<file path="src/rtl/counter_seq_ctrl.sv">
// Command-driven up-counter with a prescaled tick, programmable terminal value,
// one-shot or periodic operation and a pause/resume capability.
module counter_seq_ctrl #(
    parameter int WIDTH = 4,
    parameter int DIV_W = 4
) (
    input  logic             clk,
    input  logic             reset,
    input  logic             cmd_valid,
    input  logic [1:0]       cmd_op,
    input  logic [WIDTH-1:0] cmd_data,
    input  logic             mode_periodic,
    input  logic [DIV_W-1:0] prescale,
    output logic             cmd_ready,
    output logic [WIDTH-1:0] count,
    output logic             done,
    output logic             busy,
    output logic [1:0]       state,
    output logic             cmd_err
);

    typedef enum logic [1:0] {
        ST_IDLE  = 2'b00,
        ST_RUN   = 2'b01,
        ST_PAUSE = 2'b10,
        ST_DONE  = 2'b11
    } state_e;

    localparam logic [1:0] OP_START = 2'b01;
    localparam logic [1:0] OP_STOP  = 2'b10;
    localparam logic [1:0] OP_LOAD  = 2'b11;

    state_e           state_q, state_d;
    logic [WIDTH-1:0] count_q, count_d;
    logic [WIDTH-1:0] tc_q, tc_d;
    logic [DIV_W-1:0] presc_q, presc_d;
    logic             done_q, done_d;
    logic             err_q, err_d;
    logic             busy_q, busy_d;

    logic is_start, is_stop, is_load;
    logic tick, terminal;

    // Always ready whenever reset is released; no back-pressure exists.
    assign cmd_ready = reset;

    assign is_start = cmd_valid && (cmd_op == OP_START);
    assign is_stop  = cmd_valid && (cmd_op == OP_STOP);
    assign is_load  = cmd_valid && (cmd_op == OP_LOAD);

    assign tick     = (state_q == ST_RUN) && (presc_q >= prescale);
    assign terminal = tick && (count_q == tc_q);

    always_comb begin
        state_d = state_q;
        count_d = count_q;
        tc_d    = tc_q;
        presc_d = presc_q;
        done_d  = 1'b0;
        err_d   = 1'b0;

        case (state_q)
            ST_RUN: begin
                presc_d = tick ? '0 : presc_q + 1'b1;
                err_d   = is_start || is_load;
                if (terminal) begin
                    done_d = 1'b1;
                    if (mode_periodic) begin
                        count_d = '0;
                        state_d = is_stop ? ST_PAUSE : ST_RUN;
                    end else begin
                        state_d = ST_DONE;
                    end
                end else if (is_stop) begin
                    // Stop wins over a plain tick: the count freezes where it was.
                    state_d = ST_PAUSE;
                end else if (tick) begin
                    count_d = count_q + 1'b1;
                end
            end
            ST_PAUSE: begin
                if (is_load) begin
                    tc_d = cmd_data;
                end else if (is_start) begin
                    state_d = ST_RUN;
                end else if (is_stop) begin
                    count_d = '0;
                    state_d = ST_IDLE;
                end
            end
            default: begin
                // IDLE and DONE share restart/load handling; STOP only matters in DONE.
                if (is_load) begin
                    tc_d = cmd_data;
                end else if (is_start) begin
                    count_d = '0;
                    presc_d = '0;
                    state_d = ST_RUN;
                end else if (is_stop && (state_q == ST_DONE)) begin
                    count_d = '0;
                    state_d = ST_IDLE;
                end
            end
        endcase

        busy_d = (state_d == ST_RUN);
    end

    always_ff @(posedge clk or negedge reset) begin
        if (!reset) begin
            state_q <= ST_IDLE;
            count_q <= '0;
            tc_q    <= '1;
            presc_q <= '0;
            done_q  <= 1'b0;
            err_q   <= 1'b0;
            busy_q  <= 1'b0;
        end else begin
            state_q <= state_d;
            count_q <= count_d;
            tc_q    <= tc_d;
            presc_q <= presc_d;
            done_q  <= done_d;
            err_q   <= err_d;
            busy_q  <= busy_d;
        end
    end

    assign count   = count_q;
    assign done    = done_q;
    assign busy    = busy_q;
    assign state   = state_q;
    assign cmd_err = err_q;

endmodule

</file>
<file path="config.mk">
export PLATFORM = sky130hd
export DESIGN_NAME = counter_seq_ctrl
export DESIGN_NICKNAME = d
export VERILOG_FILES = /design/src/rtl/counter_seq_ctrl.sv
export SDC_FILE = /design/constraint.sdc
export NUM_CORES = 1
export LEC_CHECK = 0
export CAP_MARGIN = 10
export CORE_ASPECT_RATIO = 1.1
export CORE_MARGIN = 1
export CORE_UTILIZATION = 30
export DETAILED_ROUTE_END_ITERATION = 8
export DONT_BUFFER_PORTS = 1
export MAX_ROUTING_LAYER = met4
export SYNTH_ARGS = -nofsm -noshare
export SYNTH_HDL_FRONTEND = slang
export SYNTH_SLANG_ARGS = --single-unit
</file>
<file path="constraint.sdc">
create_clock -name clk -period 2.3 [get_ports clk]
set_input_delay 0.46 -clock clk [delete_from_list [all_inputs] [get_ports clk]]
set_output_delay 0.46 -clock clk [all_outputs]
set_load 0.02 [all_outputs]
</file>
# --- Word level (Yosys, flattened, before mapping) ---
# Cells that the tools add are included.
totals:
  register_bits: 17
  out_inout_bits: 10
  elab_cells: 68
classes:
  add_sub_neg: 2
  n_lt_le_gt_ge: 1
  eq_ne: 15
  mux: 29
  bitwise: 2
  n_reduce_logical: 12
op_table:
  columns: ["op", "n"]
  rows:
  - ["4-bit two-way mux", 13]
  - ["2-bit two-way mux", 10]
  - ["4-bit one-hot mux with 2 select lines", 2]
  - ["3-bit != test, second input constant", 3]
  - ["4-bit by 1-bit adder with 4-bit output, second input constant", 2]
  - ["2-bit == test, second input constant", 4]
  - ["8-bit AND reduction", 1]
  - ["2-bit by 1-bit == test with 1-bit output, second input constant", 3]
  - ["1-bit logical AND", 6]
  - ["2-bit != test, second input constant", 3]
  - ["4-bit == test", 1]
  - ["4-bit >= comparator", 1]
  - ["2-bit one-hot mux with 2 select lines", 1]
  - ["4-bit nonzero test", 1]
  - ["1-bit two-way mux", 3]
  - ["3-bit AND reduction", 1]
  - ["2-bit by 1-bit != test with 1-bit output, second input constant", 1]
  - ["1-bit inverter", 2]
  - ["2-bit AND reduction", 1]
  - ["2-bit nonzero test", 1]
  - ["1-bit logical OR", 1]

# --- Depth between registers and ports, before layout ---
depth:
  depth_word: 8
  mapped_depth: 8

# --- Worst setup path before layout ---
# No wires, ideal clock.
synth_path:
  path_type: "input-to-reg"
  from: "input prescale[3]"
  to: "register count_q[3], in the netlist count[3]"
  arrival_time_ps: 2275
  path_slack_ps: -55
  stages: 8
  path_cell_list: "inv_1 -> ha_1 -> o211ai_1 -> o21a_1 -> o41a_1 -> a221o_1 -> or3_1 -> a2bb2oi_1"
synth_between:
  elab_chain_len: 5
synth_lines:
  columns: ["item", "line_no", "source"]
  rows:
  - ["start, declared", "13", "input logic [DIV_W-1:0] prescale,"]
  - ["4-bit >= comparator *", "51", "assign tick = (state_q == ST_RUN) && (presc_q >= prescale);"]
  - ["1-bit logical AND *", "51", null]
  - ["1-bit logical AND", "52", "assign terminal = tick && (count_q == tc_q);"]
  - ["3-bit != test (no line) / 4-bit two-way mux (equally long branches)", null, null]
  - ["8-bit AND reduction (no line) / 4-bit one-hot mux with 2 select lines (equally long branches)", null, null]
  - ["end signal, assigned", "120", "count_q <= count_d;"]
  - ["end, declared", "34", "logic [WIDTH-1:0] count_q, count_d;"]
# Every way passes the cells marked *; elsewhere a longest branch is shown, timed or not.
# A chain may end at the register's enable or synchronous reset.

# --- Worst setup path after layout ---
layout_path:
  from: "register tc_q[1]"
  to: "register count_q[3], in the netlist count[3]"
layout_between:
  elab_chain_len: 4
layout_lines:
  columns: ["item", "line_no", "source"]
  rows:
  - ["start, declared", "35", "logic [WIDTH-1:0] tc_q, tc_d;"]
  - ["start signal, assigned", "121", "tc_q <= tc_d;"]
  - ["4-bit == test *", "52", null]
  - ["1-bit logical AND *", "52", null]
  - ["3-bit != test (no line) / 4-bit two-way mux (equally long branches)", null, null]
  - ["8-bit AND reduction (no line) / 4-bit one-hot mux with 2 select lines (equally long branches)", null, null]
# Marked as above.

==> flow_metrics.env <==
export IMPL_status="finished with violations"
export IMPL_violations="setup timing"
export IMPL_critical_path_class="reg2reg"
export IMPL_crit_top_cell="a221o_1"
export IMPL_post_route_util_pct=41.5
export IMPL_rsz0062_at_grt="true"
export IMPL_syn_to_final_growth_pct=27.9
export IMPL_synthTopCellsByArea="dfrtp_1, ha_1, dfstp_2"
export IMPL_antenna_found_initial=0
export IMPL_die_w_um=60.2
export IMPL_via_per_inst=5.19
export IMPL_htreeDepth=1
export IMPL_crit_path_start_kind="flip-flop"
export IMPL_worstSetupEndpointType="flip-flop"
export IMPL_power_mw=1.46
export IMPL_cts_clk_slew_worst_paths_ns=0.10
export IMPL_top_layer_used="met4"
export IMPL_firstDrtPassIters=4
export IMPL_whs_endpoint="state[0]"
export IMPL_setup_violations=2
export IMPL_crit_path_top_delay_cell="dfstp_2"
export IMPL_post_dp_hpwl_mm=2.01
export IMPL_wl_per_cell_um=13.8
export IMPL_routed_wl_mm=2.69
export IMPL_root_buffer="clkbuf_4"
export IMPL_yosysSeqAreaShare_pct=38.5
export IMPL_r2r_cells=6
export IMPL_clkLatencyLatePin_ns=0.29
export IMPL_cpPeakStageDelay_ns=0.54
export IMPL_hold_viol_final=0
export IMPL_synth_nets=144
export IMPL_power_density_mw_per_mm2=1020
export IMPL_drv_cap=0
export IMPL_skew_ns=0.00683
export IMPL_netlist_instances=121
export IMPL_gp_congestion=0.817
export IMPL_post_route_period_util_pct=103
export IMPL_grt_pass1_vias=1000
export IMPL_drt_iter0_markers=35
export IMPL_hold_path_startpoint="cmd_op[0]"
export IMPL_cts_sinks=17
export IMPL_wl_met2_mm=1.32
export IMPL_wl_met1_mm=1.19
export IMPL_ys_ff_latch=17
export IMPL_whs_ns=0.317
export IMPL_tightest_slew_ns=0.794
export IMPL_core_area_mm2=0.00344
export IMPL_place_area_mm2=0.00135
export IMPL_reg2reg_to="count[3]"
export IMPL_rows=22
export IMPL_fmax_mhz=423
export IMPL_cts_buffers=3
export IMPL_layout_min_cycle_time_ns=2.37
export IMPL_ir_drop_v=0.000411
export IMPL_vias=1006
export IMPL_wl_met3_um=146
export IMPL_dieHeight_um=66.0
export IMPL_drv_slew=0
export IMPL_required_ns=2.52
export IMPL_ant_nets=0
export IMPL_worstHoldPathType="in2reg"
export IMPL_drc=0
export IMPL_io_pins=24
export IMPL_grt_total_usage_pct=15.5
export IMPL_die_area_mm2=0.00397
export IMPL_ys_warn_count=0
export IMPL_cts_buffer_depth=2
export IMPL_setup_slack_ns=-0.0652
export IMPL_reg2reg_slack_ns=-0.07
export IMPL_grt_start_max_net_pins=18
export IMPL_port_buffers=0
export IMPL_max_slew_margin_pct=46.9
export IMPL_rr_startpoint="tc_q[1]"
export IMPL_synth_top_area_share_pct=29.1
export IMPL_crit_fanout=4
export IMPL_diodes=0
export IMPL_p_leak_nw=0.627
export IMPL_design_area_mm2=0.00143
export IMPL_avgSynthCellArea_um2=9.23
export IMPL_nets=170
export IMPL_syn_area_mm2=0.00112
export IMPL_cp_cell_sequence="and2b_1, a221o_1, o41a_1, a221o_1, or3_1, a2bb2oi_2"
export IMPL_drive_above_1_share_pct=30.8
export IMPL_start_util_pct=32.5
export IMPL_grt_pass1_wl_mm=4.60
export IMPL_overflow=0
export IMPL_nFillCells=342
export IMPL_critPathArrivalTime_ns=2.58
export IMPL_synth_top_cell_by_area="dfrtp_1"
export IMPL_cts_tree="done"
export IMPL_hold_depth=2
export IMPL_yosysUniqueCellTypes=37
==> worst max-delay path, delay by kind of cell, from the launching register on <==
kind             cells  cell delay [ns]
AO/OA/AOI/OAI        4             1.25
flip-flops           1             0.54
AND/OR/NAND/NOR      2             0.51
==> stage by stage <==
stage / std cells / setup WS, ns / TNS, ns
floorplan: 121 / -0.0246 / -0.0292
global placement: 185 / -0.0922 / -0.127
detailed placement: 185 / -0.135 / -0.210
CTS: 192 / -0.0507 / -0.0545
global route: 194 / -0.122 / -0.309
finish: 194 / -0.0652 / -0.0923
==> final cells by class <==
| type | instances | area (µm²) | share of cell area (%) |
|---|---|---|---|
| clock buffers | 4 | 26.3 | 1.84 |
| inverters | 15 | 63.8 | 4.47 |
| multi-input cells | 86 | 666 | 46.6 |
| flip-flops and latches | 17 | 430 | 30.1 |
| well taps | 48 | 60.1 | 4.20 |
| repair buffers | 24 | 183 | 12.8 |
==> kinds of logic (layout without fill, tap and decap cells) <==
family,after synthesis,in the layout,share of synthesized area (%)
flops,17,17,38.5
simple gates,35,35,17.0
mux,5,5,5.04
compound gates,36,36,22.2
buf+inv,18,43,6.38
fa+ha+maj,9,9,10.1
xor+xnor,1,1,0.784
==> cell usage in the layout (no fill, tap or decap), drive strengths merged, types with 2 or more instances in the layout <==
cell type   n
buf        23
inv        15
dfrtp      13
nor2        9
a21oi       9
o21ai       9
ha          9
nand2       7
mux2        5
dfstp       4
clkbuf      4
nor3        3
o211ai      3
nor2b       2
o21a        2
a221o       2
or2b        2
a32o        2
or3         2
a2bb2oi     2
nand3       2
==> worst max path at each step <==
stage / startpoint / to / slack (ns) / depth (start not counted)
floorplan: prescale[3] / count[3] / -0.02 / 8
global placement: prescale[1] / count[3] / -0.09 / 8
detailed placement: prescale[1] / count[3] / -0.14 / 8
CTS: presc_q[3] / count[3] / -0.05 / 7
global route: presc_q[3] / count[3] / -0.12 / 7
finish: tc_q[1] / count[3] / -0.07 / 6
==> cells in the mapped netlist <==
cell type	number
or2_2	1
o2111ai_1	1
ha_1	9
nand4_1	1
nor3b_1	1
nor4_2	1
mux2_2	5
nand2_1	7
o221ai_1	1
or2b_1	2
a32o_1	2
a32oi_1	1
dfrtp_1	13
nor2b_1	2
inv_1	15
nor2_1	9
nand3b_1	1
o21ai_0	9
o211ai_1	3
a221o_1	2
o41a_1	1
nor3_1	3
a21oi_1	9
nand4bb_1	1
o21a_1	2
a2bb2oi_1	2
clkbuf_1	2
dfstp_2	4
and2b_1	1
o32ai_1	1
nand3_1	2
or3_1	2
xor2_1	1
o31ai_1	1
a311oi_1	1
buf_4	1
and3_1	1
==> timing repair <==
| action | CTS | global route |
|---|---|---|
| endpoints found under the hold margin | 17 | 0 |
| gates resized for setup | 3 | 1 |
| endpoints found under the setup margin | 2 | 3 |
| pin swaps | 1 | 0 |
| setup buffers | 2 | 2 |
| hold buffers | 1 | 0 |
==> report_power, final <==
group	switching (mW)	internal [mW]	leakage (nW)
Clock	0.0940	0.0674	0.0150
Combinational	0.418	0.401	0.394
Sequential	0.0727	0.411	0.219
==> metal layers <==
metal / global-route usage [%] / vias up
li1: - / 488
met1: 20.2 / 486
met2: 23.6 / 28
met3: 2.15 / 4
met4: 6.98 / 0
met5: - / -
==> flip-flops by register name, summed over array words and instances, names as in the netlist <==
signal	count
busy	1
done	1
count	4
state	2
presc_q	4
tc_q	4
cmd_err	1
(Power assumes the default switching activity.)
